### config.mk
export PLATFORM = sky130hd
export DESIGN_NAME = uart_tx_peripheral_flat
export DESIGN_NICKNAME = d
export VERILOG_FILES = /design/src/rtl/uart_tx_peripheral_if.sv /design/src/rtl/uart_tx_peripheral.sv /design/src/flat_wrapper.sv
export SDC_FILE = /design/constraint.sdc
export NUM_CORES = 1
export LEC_CHECK = 0
export CAP_MARGIN = 20
export CORE_MARGIN = 2
export CORE_UTILIZATION = 40
export DETAILED_ROUTE_END_ITERATION = 10
export GPL_TIMING_DRIVEN = 0
export HOLD_SLACK_MARGIN = 0.08
export PLACE_DENSITY_LB_ADDON = 0.25
export SYNTH_ARGS = -nofsm -noshare
export SYNTH_HDL_FRONTEND = slang
export SYNTH_SLANG_ARGS = --single-unit
### constraint.sdc
create_clock -name clock -period 2.75 [get_ports clock]
set_input_delay 0.275 -clock clock [delete_from_list [all_inputs] [get_ports clock]]
set_output_delay 0.275 -clock clock [all_outputs]
set_load 0.005 [all_outputs]
### src/rtl/uart_tx_peripheral_if.sv
// CPU data-memory port as seen by the UART transmitter: store strobe, address
// and data in; decode hit and read data back out to the load path.
interface uart_tx_peripheral_if;
    logic        memory_write_en;
    logic [31:0] memory_address;
    logic [31:0] memory_write_value;
    logic        select;
    logic [31:0] read_value;

    modport master (
        output memory_write_en, memory_address, memory_write_value,
        input  select, read_value
    );

    modport slave (
        input  memory_write_en, memory_address, memory_write_value,
        output select, read_value
    );
endinterface

### src/rtl/uart_tx_peripheral.sv
// Memory-mapped 8N1 UART transmitter: CPU stores to DATA queue bytes in a FIFO,
// STATUS reports full/empty/busy/overflow/count, the FSM drives the tx pin.
module uart_tx_peripheral #(
    parameter logic [31:0] BASE_ADDR    = 32'hFFFF_0000,
    parameter int          CLKS_PER_BIT = 16,
    parameter int          FIFO_DEPTH   = 8
) (
    input  logic                  clock,
    input  logic                  reset_n,
    uart_tx_peripheral_if.slave   bus,
    output logic                  tx
);
    localparam int PTR_W = $clog2(FIFO_DEPTH);
    localparam int CNT_W = PTR_W + 1;
    localparam int CLK_W = $clog2(CLKS_PER_BIT);

    localparam logic [31:0]      STATUS_ADDR = BASE_ADDR + 32'd4;
    localparam logic [CLK_W-1:0] LAST_CLK    = CLK_W'(CLKS_PER_BIT - 1);
    localparam logic [CNT_W-1:0] DEPTH       = CNT_W'(FIFO_DEPTH);

    typedef enum logic [1:0] {IDLE, START, DATA, STOP} state_e;

    state_e            state_q, state_d;
    logic [CLK_W-1:0]  clk_cnt_q, clk_cnt_d;
    logic [2:0]        bit_idx_q, bit_idx_d;
    logic [7:0]        shift_q, shift_d;
    logic              tx_q, tx_d;
    logic [PTR_W-1:0]  wr_ptr_q, wr_ptr_d;
    logic [PTR_W-1:0]  rd_ptr_q, rd_ptr_d;
    logic [CNT_W-1:0]  count_q, count_d;
    logic              overflow_q, overflow_d;
    logic [7:0]        fifo_mem [FIFO_DEPTH];

    logic        hit_data, hit_status;
    logic        push_req, push_acc, pop, clear_ovf, bit_done;
    logic [31:0] status;

    always_comb begin
        hit_data   = (bus.memory_address == BASE_ADDR);
        hit_status = (bus.memory_address == STATUS_ADDR);
        push_req   = bus.memory_write_en && hit_data;
        clear_ovf  = bus.memory_write_en && hit_status && bus.memory_write_value[3];

        status        = 32'd0;
        status[0]     = (count_q == DEPTH);
        status[1]     = (count_q == '0);
        status[2]     = (state_q != IDLE) || (count_q != '0);
        status[3]     = overflow_q;
        status[15:8]  = 8'(count_q);

        bus.select     = hit_data || hit_status;
        bus.read_value = hit_status ? status : 32'd0;
    end

    // NOTE: every signal driven here gets a default first so no path can infer a latch.
    always_comb begin
        state_d   = state_q;
        clk_cnt_d = clk_cnt_q;
        bit_idx_d = bit_idx_q;
        shift_d   = shift_q;
        tx_d      = tx_q;
        pop       = 1'b0;
        bit_done  = (clk_cnt_q == LAST_CLK);

        case (state_q)
            IDLE: begin
                tx_d = 1'b1;
                if (count_q != '0) begin
                    pop       = 1'b1;
                    shift_d   = fifo_mem[rd_ptr_q];
                    tx_d      = 1'b0;
                    clk_cnt_d = '0;
                    state_d   = START;
                end
            end
            START: begin
                if (bit_done) begin
                    tx_d      = shift_q[0];
                    clk_cnt_d = '0;
                    bit_idx_d = 3'd0;
                    state_d   = DATA;
                end else begin
                    clk_cnt_d = clk_cnt_q + CLK_W'(1);
                end
            end
            DATA: begin
                if (bit_done) begin
                    clk_cnt_d = '0;
                    if (bit_idx_q == 3'd7) begin
                        tx_d    = 1'b1;
                        state_d = STOP;
                    end else begin
                        // Shift right so the next bit to send is always shift[1] -> shift[0].
                        bit_idx_d = bit_idx_q + 3'd1;
                        shift_d   = shift_q >> 1;
                        tx_d      = shift_q[1];
                    end
                end else begin
                    clk_cnt_d = clk_cnt_q + CLK_W'(1);
                end
            end
            STOP: begin
                if (bit_done) begin
                    clk_cnt_d = '0;
                    if (count_q != '0) begin
                        pop     = 1'b1;
                        shift_d = fifo_mem[rd_ptr_q];
                        tx_d    = 1'b0;
                        state_d = START;
                    end else begin
                        state_d = IDLE;
                    end
                end else begin
                    clk_cnt_d = clk_cnt_q + CLK_W'(1);
                end
            end
            default: state_d = IDLE;
        endcase

        // A full FIFO still accepts a push when the head leaves on the same edge.
        push_acc   = push_req && ((count_q != DEPTH) || pop);
        wr_ptr_d   = push_acc ? wr_ptr_q + PTR_W'(1) : wr_ptr_q;
        rd_ptr_d   = pop      ? rd_ptr_q + PTR_W'(1) : rd_ptr_q;
        count_d    = count_q + CNT_W'(push_acc) - CNT_W'(pop);
        overflow_d = (push_req && !push_acc) ? 1'b1 :
                     clear_ovf               ? 1'b0 : overflow_q;
    end

    // NOTE: sequential state uses non-blocking assignments so every flop samples pre-edge values.
    always_ff @(posedge clock or negedge reset_n) begin
        if (!reset_n) begin
            state_q    <= IDLE;
            clk_cnt_q  <= '0;
            bit_idx_q  <= '0;
            shift_q    <= '0;
            tx_q       <= 1'b1;
            wr_ptr_q   <= '0;
            rd_ptr_q   <= '0;
            count_q    <= '0;
            overflow_q <= 1'b0;
        end else begin
            state_q    <= state_d;
            clk_cnt_q  <= clk_cnt_d;
            bit_idx_q  <= bit_idx_d;
            shift_q    <= shift_d;
            tx_q       <= tx_d;
            wr_ptr_q   <= wr_ptr_d;
            rd_ptr_q   <= rd_ptr_d;
            count_q    <= count_d;
            overflow_q <= overflow_d;
        end
    end

    // NOTE: FIFO storage has no reset; count/pointers alone decide which entries are valid.
    always_ff @(posedge clock) begin
        if (push_acc) fifo_mem[wr_ptr_q] <= bus.memory_write_value[7:0];
    end

    assign tx = tx_q;
endmodule

### src/flat_wrapper.sv
// flat-port wrapper written by rule: the top's interface ports become plain ports
module uart_tx_peripheral_flat 
#(
    parameter logic [31:0] BASE_ADDR    = 32'hFFFF_0000,
    parameter int          CLKS_PER_BIT = 16,
    parameter int          FIFO_DEPTH   = 8
)
  (clock, reset_n, tx, bus_memory_write_en, bus_memory_address, bus_memory_write_value, bus_select, bus_read_value);
  uart_tx_peripheral_if bus_i ();
  input  logic clock;
  input  logic reset_n;
  output logic tx;
  input wire logic [$bits(bus_i.memory_write_en)-1:0] bus_memory_write_en;
  input wire logic [$bits(bus_i.memory_address)-1:0] bus_memory_address;
  input wire logic [$bits(bus_i.memory_write_value)-1:0] bus_memory_write_value;
  output wire logic [$bits(bus_i.select)-1:0] bus_select;
  output wire logic [$bits(bus_i.read_value)-1:0] bus_read_value;
  assign bus_i.memory_write_en = bus_memory_write_en;
  assign bus_i.memory_address = bus_memory_address;
  assign bus_i.memory_write_value = bus_memory_write_value;
  assign bus_select = bus_i.select;
  assign bus_read_value = bus_i.read_value;
  uart_tx_peripheral #(.BASE_ADDR(BASE_ADDR), .CLKS_PER_BIT(CLKS_PER_BIT), .FIFO_DEPTH(FIFO_DEPTH)) u_core (.clock(clock), .reset_n(reset_n), .bus(bus_i), .tx(tx));
endmodule
# Word level (Yosys, flattened, before mapping)
# Memory sizes are Yosys's and may differ from the RTL's.
# Index checks and enable logic that the tools add are counted.
[word_totals]
ram_bits = 64
rom_bits = 0
output_inout_bits = 34
ff_bits = 29
mem_count = 1
input_bits = 67
latch_bits = 0
[classes]
mul = 0
shifts = 0
bitwise = 0
add_sub_neg = 6
div_mod_pow = 0
eq_ne = 16
magnitude_cmp = 0
muxes = 34
reduce_logical = 21
[mem_list]
columns = ["name", "depth", "width", "read_ports", "rd_clocked_by_memory_dff", "write_ports", "line", "text"]
rows = [
  ["u_core.fifo_mem", 8, 8, 1, 0, 1, "uart_tx_peripheral.sv:32", "logic [7:0] fifo_mem [FIFO_DEPTH];"],
]
[op_table]
columns = ["operator", "n"]
rows = [
  ["== test 32 bit (second input constant)", 2],
  ["two-way mux 8 bit", 4],
  ["case mux 8 bit (3 select lines)", 1],
  ["two-way mux 1 bit", 13],
  ["two-way mux 12 bit", 1],
  ["inequality test 2 x 1 -> 1 bit (second input constant)", 6],
  ["AND reduction 4 bit", 3],
  ["two-way mux 2 bit", 5],
  ["adder 3 x 1 -> 3 bit (second input constant)", 3],
  ["two-way mux 3 bit", 3],
  ["== test 4 bit (second input constant)", 2],
  ["two-way mux 4 bit", 2],
  ["case mux 2 bit (4 select lines)", 1],
  ["case mux 4 bit (2 select lines)", 1],
  ["case mux 3 bit (2 select lines)", 1],
  ["nonzero test 2 bit", 3],
  ["logical AND 1 bit", 5],
  ["AND reduction 5 bit", 1],
  ["adder 4 x 1 -> 4 bit", 1],
  ["adder 4 x 1 -> 4 bit (second input constant)", 1],
  ["== test 2 bit (second input constant)", 2],
  ["logical NOT 4 bit", 1],
  ["inequality test 4 bit (second input constant)", 1],
  ["case mux 1 bit (4 select lines)", 1],
  ["other kinds (11)", 13],
]

# Depth between registers and ports, before layout
[depth]
word_depth = 9
ltp_mapped = 11
ltp_nobuf = 10

# Worst setup path after synthesis
# No wires, ideal clock.
[synth_path]
kind = "register to register"
startpoint = "register u_core.state_q[0]"
endpoint = "memory u_core.fifo_mem[4][0] (enable)"
t_arrival_ns = 2.445
path_stages_with_launch = 7
path_slack_ns = -0.089
synth_period_minus_slack_ns = 2.839
path_buffers = 1
setup_ns = 0.395
t_required_ns = 2.355
cell_sequence = "dfrtp_1 -> inv_1 -> ha_1 -> o311a_1 -> or2_1 -> buf_2 -> nor4_1"
[synth_via]
elab_chain_cells = 6
[synth_lines]
columns = ["element", "line", "text"]
rows = [
  ["from (decl)", "uart_tx_peripheral.sv:23", "state_e state_q, state_d;"],
  ["from (signal assigned)", "uart_tx_peripheral.sv:142", "state_q <= state_d;"],
  ["== test 2 bit / logical NOT 2 bit (equally long branches)", "uart_tx_peripheral.sv:65", "case (state_q)"],
  ["case mux 1 bit (2 select lines) *", "uart_tx_peripheral.sv:65", ""],
  ["logical OR 1 bit *", "uart_tx_peripheral.sv:121", "push_acc = push_req && ((count_q != DEPTH) || pop);"],
  ["logical AND 1 bit *", "uart_tx_peripheral.sv:121", ""],
  ["two-way mux 1 bit *", "uart_tx_peripheral.sv:156", "if (push_acc) fifo_mem[wr_ptr_q] <= bus.memory_write_value[7:0];"],
  ["two-way mux 1 bit (implied by the code) *", "uart_tx_peripheral.sv:156", ""],
  ["to (decl)", "uart_tx_peripheral.sv:32", ""],
]
# Mark *: on every way between the ends. The rest lies on a longest branch, timed or not.

# Worst setup path in the final report
[layout_path]
startpoint = "register u_core.clk_cnt_q[0]"
endpoint = "memory u_core.fifo_mem[2][1] (enable)"
[layout_via]
elab_chain_cells = 7
[layout_lines]
columns = ["element", "line", "text"]
rows = [
  ["from (decl)", "uart_tx_peripheral.sv:24", "logic [CLK_W-1:0] clk_cnt_q, clk_cnt_d;"],
  ["from (signal assigned)", "uart_tx_peripheral.sv:143", "clk_cnt_q <= clk_cnt_d;"],
  ["== test 4 bit", "uart_tx_peripheral.sv:63", "bit_done = (clk_cnt_q == LAST_CLK);"],
  ["two-way mux 1 bit", "uart_tx_peripheral.sv:103", "if (bit_done) begin"],
  ["case mux 1 bit (2 select lines)", "uart_tx_peripheral.sv:65", ""],
  ["logical OR 1 bit", "uart_tx_peripheral.sv:121", ""],
  ["logical AND 1 bit", "uart_tx_peripheral.sv:121", ""],
  ["two-way mux 1 bit", "uart_tx_peripheral.sv:156", ""],
  ["two-way mux 1 bit (implied by the code)", "uart_tx_peripheral.sv:156", ""],
]
# No other way between the ends.

==> flow_results.xml <==
<?xml version="1.0" encoding="UTF-8"?>
<metrics>
  <group name="floorplan">
    <metric name="ios" unit="">101</metric>
    <metric name="die_y" unit="um">110</metric>
    <metric name="die-width" unit="um">110</metric>
    <metric name="floorplan.die_area" unit="mm2">0.0121</metric>
    <metric name="placementRows" unit="">38</metric>
    <metric name="floorplan.initialDensity" unit="%">41.1</metric>
    <metric name="floorplan.core_area" unit="mm2">0.0109</metric>
  </group>
  <group name="timing">
    <metric name="final_period_minus_worst_setup_slack" unit="ns">2.63</metric>
    <metric name="timing.final.hold_violations" unit="">0</metric>
    <metric name="layout_worst_path_cycle_share" unit="%">95.8</metric>
    <metric name="clock.fmax" unit="MHz">380</metric>
    <metric name="fin_clk_skew" unit="ns">0.00993</metric>
    <metric name="max_slew_margin" unit="%">44.5</metric>
    <metric name="timing.final.max_slew_violations" unit="">0</metric>
    <metric name="setup_violations" unit="">0</metric>
    <metric name="holdWs" unit="ns">0.383</metric>
    <metric name="worst_slack" unit="ns">0.116</metric>
    <metric name="worstMarginPinSlew" unit="ns">0.830</metric>
  </group>
  <group name="place">
    <metric name="place_worst_setup_slack" unit="ns">-0.593</metric>
    <metric name="number_of_buffer_cells_added_on_primary_ports" unit="">52</metric>
    <metric name="detailed_place_hpwl" unit="mm">6.66</metric>
    <metric name="gp_routability_congestion" unit="">0.772</metric>
  </group>
  <group name="synth">
    <metric name="synth.distinct_cells" unit="">55</metric>
    <metric name="synth_compound_gate_area_share" unit="%">8.04</metric>
    <metric name="synthMuxAreaShare" unit="%">9.94</metric>
    <metric name="synth_xor_area_share" unit="%">1.17</metric>
    <metric name="synth-warning-count" unit="">0</metric>
    <metric name="post_synth_and_or_nand_nor_area_fraction" unit="%">10.1</metric>
    <metric name="synth_sequential_area_ratio" unit="%">59.1</metric>
    <metric name="synth_adder_area_share" unit="%">5.20</metric>
    <metric name="netlist_area" unit="mm2">0.00448</metric>
    <metric name="synthCells" unit="">310</metric>
    <metric name="avgSynthCellArea" unit="um2">14.4</metric>
    <metric name="synthArstFlopShare" unit="%">31.2</metric>
    <metric name="postSynth.topFlopCell" unit="">edfxtp_1</metric>
    <metric name="synth.ff_latch_count" unit="">93</metric>
    <metric name="synth_top_family_by_area" unit="">simple AND/OR/NAND/NOR gates</metric>
    <metric name="synth_edf_count" unit="">64</metric>
  </group>
  <group name="global_route">
    <metric name="grt_use_total" unit="%">16.2</metric>
    <metric name="grt_antenna_before_repair" unit="">0</metric>
    <metric name="grt_pass1_wl" unit="mm">14.5</metric>
    <metric name="grt_start_max_net_pins" unit="">18</metric>
    <metric name="first_global_vias" unit="">2808</metric>
    <metric name="globalRouteOverflowTotal" unit="">0</metric>
  </group>
  <group name="final_layout">
    <metric name="finalNetCount" unit="">494</metric>
    <metric name="fin_util" unit="%">52.7</metric>
    <metric name="final_antenna_diode_count" unit="">0</metric>
    <metric name="final_common_cell" unit="">edfxtp_1</metric>
    <metric name="areaGrowthSynthToFinish" unit="%">28.2</metric>
    <metric name="most_frequent_cells_in_the_layout" unit="">edfxtp_1 (64), clkdlybuf4s50_1 (52), buf_4 (38)</metric>
    <metric name="final_layout_size_suffix_gt1_share" unit="%">26.4</metric>
  </group>
  <group name="setup_path">
    <metric name="crit_arrival" unit="ns">2.71</metric>
    <metric name="timing.critical_path.from_type" unit="">register</metric>
    <metric name="data_required_time_at_the_worst_endpoint" unit="ns">2.83</metric>
    <metric name="timing.critical_path.fanout_max" unit="">9</metric>
    <metric name="timing.setup.critical_path_class" unit="">register to register</metric>
    <metric name="crit_path_end_kind" unit="">register</metric>
    <metric name="reg2reg_setup_slack" unit="ns">0.12</metric>
  </group>
  <group name="route">
    <metric name="wire_per_inst" unit="um">16.2</metric>
    <metric name="vias" unit="">2810</metric>
    <metric name="drtPass1Iterations" unit="">4</metric>
    <metric name="drt-initial-drc-count" unit="">145</metric>
    <metric name="post-route-drc-count" unit="">0</metric>
    <metric name="ant_nets" unit="">0</metric>
    <metric name="wl" unit="mm">8.95</metric>
    <metric name="avgViaCountPerCell" unit="">5.08</metric>
  </group>
  <group name="clock_network">
    <metric name="cts.root.buffer_cell" unit="">clkbuf_8</metric>
    <metric name="worst_skew_pair.late_latency" unit="ns">0.36</metric>
    <metric name="cts_made_buffers" unit="">9</metric>
    <metric name="numClockSinks" unit="">93</metric>
    <metric name="clock_input_transition_at_the_sequential_cells_of_the_worst_setup_and_hold_paths" unit="ns">0.09</metric>
    <metric name="clock_path_buffers" unit="">2</metric>
    <metric name="cts_tree" unit="">yes</metric>
    <metric name="maximum_level_of_the_cts_h_tree" unit="">3</metric>
  </group>
  <group name="power_and_ir_drop">
    <metric name="leakage_power_of_the_design" unit="nW">2.17</metric>
    <metric name="powerDensity" unit="mW/mm2">448</metric>
    <metric name="ir_worst_vdd" unit="V">0.000412</metric>
  </group>
  <group name="run">
    <metric name="timing.max_cap.violations" unit="">0</metric>
  </group>
  <group name="status">
    <metric name="run_status" unit="">finished clean</metric>
  </group>
  <group name="min_path">
    <metric name="hold_path.class" unit="">primary input to asynchronous set/reset pin</metric>
  </group>
</metrics>
-- registers in the layout, summed over array words and instances (netlist names) --
signal / cells
u_core.fifo_mem: 64
u_core.shift_q: 8
u_core.clk_cnt_q: 4
u_core.count_q: 4
u_core.bit_idx_q: 3
u_core.rd_ptr_q: 3
u_core.wr_ptr_q: 3
u_core.state_q: 2
u_core.overflow_q: 1
u_core.tx: 1
-- final timing paths --
kind | from | end | cells after the start
setup / recovery | u_core.clk_cnt_q[0]$_DFFE_PN0N_ | u_core.fifo_mem[2][1]$_DFFE_PP_ | 7
hold / removal | reset_n | u_core.count_q[2]$_DFF_PN0_ | 1
setup reg to reg | u_core.clk_cnt_q[0]$_DFFE_PN0N_ | u_core.fifo_mem[2][1]$_DFFE_PP_ | 7
hold reg to reg | u_core.shift_q[6]$_DFFE_PN0P_ | u_core.shift_q[6]$_DFFE_PN0P_ | 1
max in group asynchronous | reset_n | u_core.state_q[1]$_DFFE_PN0P_ | 2
min in group clock | u_core.shift_q[6]$_DFFE_PN0P_ | u_core.shift_q[6]$_DFFE_PN0P_ | 1
-- worst max-delay path: stages, from the launching register on --
cell	delay, ns
dfrtp_1	0.43
ha_4	0.19
a41oi_1	0.15
o311a_1	0.42
or2_1	0.23
buf_4	0.20
nor4_2	0.44
buf_4	0.27
-- cell usage after synthesis, types with 2 or more instances --
cell type | instances | area (um2)
edfxtp_1 | 64 | 1920
and3_2 | 2 | 15.0
mux4_1 | 2 | 52.6
a21o_1 | 3 | 22.5
a21oi_1 | 3 | 15.0
ha_1 | 17 | 213
clkbuf_1 | 4 | 15.0
xnor2_1 | 3 | 26.3
o2bb2ai_1 | 6 | 52.6
nor4_1 | 14 | 87.6
buf_4 | 25 | 188
nor2_1 | 13 | 48.8
mux2_2 | 6 | 67.6
buf_2 | 3 | 15.0
nor3_1 | 2 | 10.0
nand4_1 | 5 | 31.3
o22ai_1 | 6 | 37.5
a22o_1 | 5 | 43.8
xor2_1 | 3 | 26.3
nor2b_1 | 7 | 43.8
nand2b_1 | 4 | 25.0
nand3_1 | 4 | 20.0
inv_1 | 14 | 52.6
o21ai_0 | 6 | 30.0
nand2_1 | 11 | 41.3
a211oi_1 | 6 | 45.0
nor4_2 | 2 | 25.0
mux4_2 | 14 | 315
o31ai_1 | 3 | 22.5
dfrtp_1 | 28 | 701
-- routing by layer --
layer	wire (um)	GRT usage (%)	up-vias	part of all wire, %
met1	3990	20.5	1387	45
met2	4490	27.3	61	50
met3	374	4.27	11	4.2
li1	-	-	1351	-
met4	96	4.70	0	1.1
met5	0	0	-	0
-- where the power goes --
group          total (W)  internal [W]  switching (W)
Clock           0.000933      0.000434       0.000498
Combinational   0.000139     0.0000847      0.0000539
Sequential       0.00150       0.00150    0.000000684
Total            0.00257       0.00202       0.000553
-- logic make-up (layout without fill, tap and decap cells) --
| family | after synthesis | in the layout |
|---|---|---|
| adders and majority gates | 18 | 18 |
| AOI/OAI and AO/OA | 46 | 46 |
| buffers and inverters | 47 | 127 |
| DFF | 93 | 93 |
| muxes | 23 | 23 |
| other | 1 | 24 |
| xor gates and xnor gates | 6 | 6 |
| and+or+nand+nor | 76 | 76 |
-- metrics by stage --
stage	std cells	TNS, ns	instance area (um2)	power (W)
floorplan	333	-5.72	4570	0.00158
global placement	525	-82.31	5260	0.00166
detailed placement	534	-22.95	5390	0.00167
CTS	549	0	5630	0.00260
global route	553	-0.0269	5740	0.00267
finish	553	0	5740	0.00257
-- cell type report --
class,count,area (um2)
clock inverter,6,77.6
fill,937,5150
multi-input combinational,193,1800
sequential,93,2650
tap,140,175
buffer,33,234
inverter,14,52.6
timing repair buffer,65,626
clock buffer,9,124
-- timing repair --
action,4_1_cts,5_1_grt
setup endpoints to repair,45,40
gates cloned,0,0
endpoints found under the hold margin,0,0
hold buffers,0,0
gates resized for setup,8,15
pin swaps,0,2
buffers inserted,0,4
Power figures use the tool's default switching activity.
